$ cat config.mk
export PLATFORM = sky130hd
export DESIGN_NAME = route_compute_stage_flat
export DESIGN_NICKNAME = d
export VERILOG_FILES = /design/src/rtl/route_compute_stage_if.sv /design/src/rtl/route_compute_stage.sv /design/src/flat_wrapper.sv
export SDC_FILE = /design/constraint.sdc
export NUM_CORES = 1
export LEC_CHECK = 0
export BUFFER_PORTS_ARGS = -buffer_cell sky130_fd_sc_hd__buf_4
export CAP_MARGIN = 20
export CORE_UTILIZATION = 50
export DETAILED_ROUTE_END_ITERATION = 10
export PLACE_DENSITY_LB_ADDON = 0.25
export REMOVE_ABC_BUFFERS = 1
export SETUP_SLACK_MARGIN = 0.02
export SYNTH_ARGS = -nofsm -noshare
export SYNTH_HDL_FRONTEND = slang
export SYNTH_SLANG_ARGS = --single-unit
$ cat constraint.sdc
create_clock -name clk -period 3.05 [get_ports clk]
set_clock_uncertainty 0.05 [all_clocks]
set_input_delay 0.61 -clock clk [delete_from_list [all_inputs] [get_ports clk]]
set_output_delay 0.61 -clock clk [all_outputs]
set_load 0.01 [all_outputs]
$ cat src/rtl/route_compute_stage_if.sv
// Valid/ready flit handshake between the input buffer, the route-compute stage
// and the switch allocator. The stage takes the slave view; the environment takes the master view.
interface route_compute_stage_if #(
   parameter int FLIT_WIDTH  = 32,
   parameter int ROUTE_WIDTH = 3
);
   logic                   in_valid;
   logic                   in_ready;
   logic [FLIT_WIDTH-1:0]  in_flit;
   logic                   out_valid;
   logic                   out_ready;
   logic [FLIT_WIDTH-1:0]  out_flit;
   logic [ROUTE_WIDTH-1:0] out_port;

   modport slave (
      input  in_valid, in_flit, out_ready,
      output in_ready, out_valid, out_flit, out_port
   );

   modport master (
      output in_valid, in_flit, out_ready,
      input  in_ready, out_valid, out_flit, out_port
   );
endinterface

$ cat src/rtl/route_compute_stage.sv
// Route-compute stage: looks up the output port of each head flit, locks it for the packet,
// and forwards flits through an output register plus skid register. Define RC_DROP_CNT_EN for the drop counter.
module route_compute_stage #(
   parameter int NUM_ROWS       = 2,
   parameter int NUM_COLS       = 2,
   parameter int NUM_OUTPUTS    = 5,
   parameter int ROUTE_WIDTH    = $clog2(NUM_OUTPUTS),
   parameter int RTR_ADDR_WIDTH = $clog2(NUM_ROWS * NUM_COLS),
   parameter int FLIT_WIDTH     = 32
) (
   input  logic                                           clk,
   input  logic                                           reset,
   input  logic [NUM_ROWS*NUM_COLS-1:0][ROUTE_WIDTH-1:0]  routing_table,
   route_compute_stage_if.slave                           bus,
   output logic                                           drop_pulse,
   output logic [15:0]                                    drop_count
);

   localparam int NUM_ROUTERS = NUM_ROWS * NUM_COLS;

   typedef enum logic [1:0] {
      IDLE,
      ROUTE,
      DROP
   } state_t;

   state_t                   state;
   logic [ROUTE_WIDTH-1:0]   locked_port;
   logic                     skid_valid;
   logic [FLIT_WIDTH-1:0]    skid_flit;
   logic [ROUTE_WIDTH-1:0]   skid_port;

   logic                      accept;
   logic                      is_head;
   logic                      is_tail;
   logic                      dest_ok;
   logic [RTR_ADDR_WIDTH-1:0] dest;
   logic                      enq;
   logic                      discard;
   logic [ROUTE_WIDTH-1:0]    enq_port;
   logic                      out_free;
   logic                      skid_next;

   assign accept   = bus.in_valid && bus.in_ready;
   assign is_head  = bus.in_flit[FLIT_WIDTH-1];
   assign is_tail  = bus.in_flit[FLIT_WIDTH-2];
   assign dest     = bus.in_flit[RTR_ADDR_WIDTH-1:0];
   // Widened compare: on power-of-two meshes every address is in range.
   assign dest_ok  = 32'(dest) < 32'(NUM_ROUTERS);
   assign out_free = !bus.out_valid || bus.out_ready;

   always_comb begin
      // NOTE: every output gets a default first so no path through the case infers a latch.
      enq       = 1'b0;
      discard   = 1'b0;
      enq_port  = locked_port;
      skid_next = skid_valid;
      if (accept) begin
         unique case (state)
            IDLE: begin
               if (is_head && dest_ok) begin
                  enq      = 1'b1;
                  enq_port = routing_table[dest];
               end else begin
                  discard = 1'b1;
               end
            end
            ROUTE:   enq     = 1'b1;
            DROP:    discard = 1'b1;
            default: discard = 1'b1;
         endcase
      end
      if (skid_valid && out_free)
         skid_next = 1'b0;
      else if (enq && !out_free)
         skid_next = 1'b1;
   end

   always_ff @(posedge clk or posedge reset) begin
      if (reset) begin
         // NOTE: payload registers are reset too; they are few, and out_flit must read 0 out of reset.
         state         <= IDLE;
         locked_port   <= '0;
         skid_valid    <= 1'b0;
         skid_flit     <= '0;
         skid_port     <= '0;
         bus.out_valid <= 1'b0;
         bus.out_flit  <= '0;
         bus.out_port  <= '0;
         bus.in_ready  <= 1'b0;
         drop_pulse    <= 1'b0;
      end else begin
         // NOTE: non-blocking assignments so every register samples pre-edge values.
         drop_pulse   <= discard;
         bus.in_ready <= !skid_next;

         if (accept) begin
            case (state)
               IDLE: begin
                  if (is_head && !is_tail) begin
                     state       <= dest_ok ? ROUTE : DROP;
                     locked_port <= enq_port;
                  end
               end
               ROUTE, DROP: begin
                  if (is_tail)
                     state <= IDLE;
               end
               default: state <= IDLE;
            endcase
         end

         // The skid always holds the older flit, so it drains before any new input.
         if (skid_valid) begin
            if (out_free) begin
               bus.out_valid <= 1'b1;
               bus.out_flit  <= skid_flit;
               bus.out_port  <= skid_port;
               skid_valid    <= 1'b0;
            end
         end else if (enq) begin
            if (out_free) begin
               bus.out_valid <= 1'b1;
               bus.out_flit  <= bus.in_flit;
               bus.out_port  <= enq_port;
            end else begin
               skid_valid <= 1'b1;
               skid_flit  <= bus.in_flit;
               skid_port  <= enq_port;
            end
         end else if (bus.out_ready) begin
            bus.out_valid <= 1'b0;
         end
      end
   end

`ifdef RC_DROP_CNT_EN
   always_ff @(posedge clk or posedge reset) begin
      if (reset)
         drop_count <= '0;
      else if (drop_pulse && drop_count != 16'hFFFF)
         drop_count <= drop_count + 16'd1;
   end
`else
   assign drop_count = '0;
`endif

endmodule
$ cat src/flat_wrapper.sv
// flat-port wrapper written by rule: the top's interface ports become plain ports
module route_compute_stage_flat 
#(
   parameter int NUM_ROWS       = 2,
   parameter int NUM_COLS       = 2,
   parameter int NUM_OUTPUTS    = 5,
   parameter int ROUTE_WIDTH    = $clog2(NUM_OUTPUTS),
   parameter int RTR_ADDR_WIDTH = $clog2(NUM_ROWS * NUM_COLS),
   parameter int FLIT_WIDTH     = 32
)
  (clk, reset, routing_table, drop_pulse, drop_count, bus_in_valid, bus_in_flit, bus_out_ready, bus_in_ready, bus_out_valid, bus_out_flit, bus_out_port);
  route_compute_stage_if #(.FLIT_WIDTH(FLIT_WIDTH), .ROUTE_WIDTH(ROUTE_WIDTH)) bus_i ();
  input  logic clk;
  input  logic reset;
  input  logic [NUM_ROWS*NUM_COLS-1:0][ROUTE_WIDTH-1:0] routing_table;
  output logic drop_pulse;
  output logic [15:0] drop_count;
  input wire logic [$bits(bus_i.in_valid)-1:0] bus_in_valid;
  input wire logic [$bits(bus_i.in_flit)-1:0] bus_in_flit;
  input wire logic [$bits(bus_i.out_ready)-1:0] bus_out_ready;
  output wire logic [$bits(bus_i.in_ready)-1:0] bus_in_ready;
  output wire logic [$bits(bus_i.out_valid)-1:0] bus_out_valid;
  output wire logic [$bits(bus_i.out_flit)-1:0] bus_out_flit;
  output wire logic [$bits(bus_i.out_port)-1:0] bus_out_port;
  assign bus_i.in_valid = bus_in_valid;
  assign bus_i.in_flit = bus_in_flit;
  assign bus_i.out_ready = bus_out_ready;
  assign bus_in_ready = bus_i.in_ready;
  assign bus_out_valid = bus_i.out_valid;
  assign bus_out_flit = bus_i.out_flit;
  assign bus_out_port = bus_i.out_port;
  route_compute_stage #(.NUM_ROWS(NUM_ROWS), .NUM_COLS(NUM_COLS), .NUM_OUTPUTS(NUM_OUTPUTS), .ROUTE_WIDTH(ROUTE_WIDTH), .RTR_ADDR_WIDTH(RTR_ADDR_WIDTH), .FLIT_WIDTH(FLIT_WIDTH)) u_core (.clk(clk), .reset(reset), .routing_table(routing_table), .bus(bus_i), .drop_pulse(drop_pulse), .drop_count(drop_count));
endmodule
==> impl_metrics.ini <==
[detailed_routing]
mean_routed_wirelength_per_cell_um = 14.51
routed-via-count = 2312
antenna_violating_nets_post_route = 0
routed_wl_um = 6443
drc_errors = 0
drt-vias-per-instance = 5.207
detail_route.iter0.violations = 66
drtPass1Iterations = 4

[pwr]
fin_total_pwr_mw = 3.652
power.density_mw_per_mm2 = 838.9
p_leak_nw = 2.032
ir_worst_vdd_v = 0.0005551

[synth]
ys_ff_latch = 78
synth_cell_type_count = 28
synth_seq_area_share = 0.5632
synthesis.area_sq_mm = 0.003466
synth_warnings = 0
syn_area_per_cell_sq_um = 12.47
synth_cells = 278

[die]
core_region_area_sq_mm = 0.006531
dieArea_sq_mm = 0.007268
die_h_um = 85.26
initial_core_util = 0.5307
num_io_pins = 102
rows = 29
die_width_um = 85.26

[sta]
max_freq_ghz = 0.5155
postLayoutSetupSlackWorst_ps = 1110
worstMarginPinSlew_ps = 855.7
rsz0062_at_grt = false
drv_slew = 0
timing.final.crit_share = 0.6360
worst_hold_slack_ps = 370.1
max-slew-margin-rel = 0.4289
finalWorstPathRequiredPeriod_ps = 1940
hold_viol = 0
timing.final.setup_violations = 0
tns_ps = 0

[clock_tree]
maximum_level_of_the_cts_h_tree = 3
clock_pin_slew_on_the_worst_setup_and_hold_paths_ps = 80
cts_hold_repair.buffers = 0
cts_buffers = 9
postCtsResizedCells = 0
clock-sinks = 78
insertion_delay_ps = 330
clock_root_cell = sky130_fd_sc_hd__clkbuf_8
postCtsSetupBuffers = 0
cts_tree = done
clock_path_buffers = 2

[worst_setup_path]
worstPathMaxFanout = 37
endpoint_kind = flip-flop
crit_buf_inv = 1
worst_r2r_startpoint = u_core.bus.in_ready
timing.critical_path.to = u_core.skid_flit[22]
worst_setup_path_startpoint = u_core.bus.in_ready
path_delay_family = buffers and inverters
timing.critical_path.arrival_ps = 2110
timing.reg2reg.setup_slack_ps = 1110
critical_path.max_stage_delay_ps = 460
r2r_end = u_core.skid_flit[22]
critical_path_class = flip-flop to flip-flop
r2r_cells = 4
critical_path.startpoint_type = flip-flop
required_ps = 3220
cp_slowest_cell = sky130_fd_sc_hd__buf_4
crit_path_cell_trace = o211a_1 > nor3b_4 > buf_4 > mux2_2
worst-path-stages = 4

[placement]
cell_area_after_placement_sq_mm = 0.004104
pre_cts_worst_setup_slack_ps = 808.6
globalplace.congestion = 0.7111
port_buffer_count = 85
final_hpwl_dp_um = 4275
placed_cells_incl_taps = 428

[final_layout]
layout.cells.most_common = sky130_fd_sc_hd__buf_4
mostFrequentLayoutCells = sky130_fd_sc_hd__buf_4, sky130_fd_sc_hd__dfrtp_1, sky130_fd_sc_hd__mux2i_1, sky130_fd_sc_hd__nand2_1, sky130_fd_sc_hd__mux2_2
syn2layout_area_growth_pct = 25.60
antenna_diode_count = 0
layout-drive-gt1-share = 0.3951
nets = 410
final_cell_count_no_fill = 444
final_core_utilization = 0.6665
final_area_sq_mm = 0.004353

[run_status]
run_status = finished clean

[global_routing]
antenna_violations_before_repair = 0
grt_pass1_wl_um = 10970
first_global_vias = 2404
grt_start_max_net_pins = 51
grt_remaining_overflow = 0
global_routing_usage_summed_across_all_routing_layers = 0.1942

[hold_path]
min-delay-path-class = input pin to asynchronous set/reset pin

[run]
drv_cap = 0
worst min-delay path by stage:
stage / depth (start not counted) / start / slack (ps) / to
after floorplan: 1 / u_core.state[0] / 400 / u_core.drop_pulse
after global placement: 1 / u_core.bus.out_port[1] / 410 / u_core.bus.out_port[1]
after detailed placement: 1 / u_core.bus.out_port[0] / 420 / u_core.bus.out_port[0]
after CTS: 2 / reset / 400 / u_core.skid_flit[14]
after global routing: 2 / bus_in_flit[31] / 430 / u_core.drop_pulse
final: 2 / reset / 370 / u_core.skid_flit[14]
power by group:
part | internal, mW | leakage, nW | total (mW) | switching (mW)
logic | 0.582 | 0.966 | 1.03 | 0.447
registers | 1.45 | 0.943 | 1.67 | 0.219
clock network | 0.590 | 0.124 | 0.955 | 0.365
total | 2.62 | 2.03 | 3.65 | 1.03
per-layer routing:
layer  routed length [um]  vias to the layer above  track usage
met5                    0                        -            0
met4                   85                        0      0.08788
met3                  342                        7      0.04669
met2                 3162                       76       0.3306
met1                 2853                     1130       0.2353
li1                     -                     1099            -
registers in the layout, summed over array words and instances (netlist names):
signal / flops
u_core.bus.in_ready: 1
u_core.state: 1
u_core.skid_valid: 1
u_core.bus.out_port: 3
u_core.locked_port: 3
u_core.bus.out_valid: 1
u_core.skid_flit: 32
u_core.skid_port: 3
u_core.bus.out_flit: 32
u_core.drop_pulse: 1
kinds of logic after synthesis:
logic type,count (synthesis),synth area share
flops,78,0.5632
compound gates,43,0.06714
simple gates,46,0.05596
other cells,1,0.001082
mux,75,0.2451
buf+inv,35,0.06751
Yosys cell counts:
cell	instances	area (sq um)
sky130_fd_sc_hd__buf_6	4	45.04
sky130_fd_sc_hd__a21o_1	2	15.01
sky130_fd_sc_hd__nor2b_1	1	6.260
sky130_fd_sc_hd__a21oi_1	2	10.01
sky130_fd_sc_hd__clkbuf_1	4	15.01
sky130_fd_sc_hd__mux4_2	1	22.52
sky130_fd_sc_hd__mux4_1	2	52.55
sky130_fd_sc_hd__mux2_1	1	11.26
sky130_fd_sc_hd__a211oi_1	2	15.01
sky130_fd_sc_hd__mux2_4	2	30.03
sky130_fd_sc_hd__mux2_2	34	382.9
sky130_fd_sc_hd__nand2_1	35	131.4
sky130_fd_sc_hd__buf_4	16	120.1
sky130_fd_sc_hd__inv_1	3	11.26
sky130_fd_sc_hd__nand2b_1	1	6.260
sky130_fd_sc_hd__mux2i_1	35	350.3
sky130_fd_sc_hd__nor2_1	6	22.52
sky130_fd_sc_hd__nor3b_2	1	12.51
sky130_fd_sc_hd__conb_1	1	3.750
sky130_fd_sc_hd__o211a_1	1	10.01
sky130_fd_sc_hd__nor3_1	1	5.000
sky130_fd_sc_hd__and4b_1	1	10.01
sky130_fd_sc_hd__o21ai_1	1	5.000
sky130_fd_sc_hd__buf_2	7	35.03
sky130_fd_sc_hd__dfrtp_1	78	1952
sky130_fd_sc_hd__clkbuf_4	1	7.510
sky130_fd_sc_hd__a31oi_1	2	12.51
sky130_fd_sc_hd__o21ai_0	33	165.2
worst reg2reg max path: stages (launching register included):
cell and delay, ps:
sky130_fd_sc_hd__dfrtp_1 440, sky130_fd_sc_hd__o211a_1 260, sky130_fd_sc_hd__nor3b_4 200, sky130_fd_sc_hd__buf_4 460
sky130_fd_sc_hd__mux2_2 410
final cells by class:
class | count | area [sq um]
inverters | 3 | 12.51
well taps | 77 | 96.34
flip-flops and latches | 78 | 1953
clock inverters | 3 | 90.09
repair buffers | 90 | 688.2
multi-input cells | 180 | 1354
fillers | 511 | 2178
clock buffers | 13 | 158.9
No activity file was read; power rests on OpenSTA's default activity.
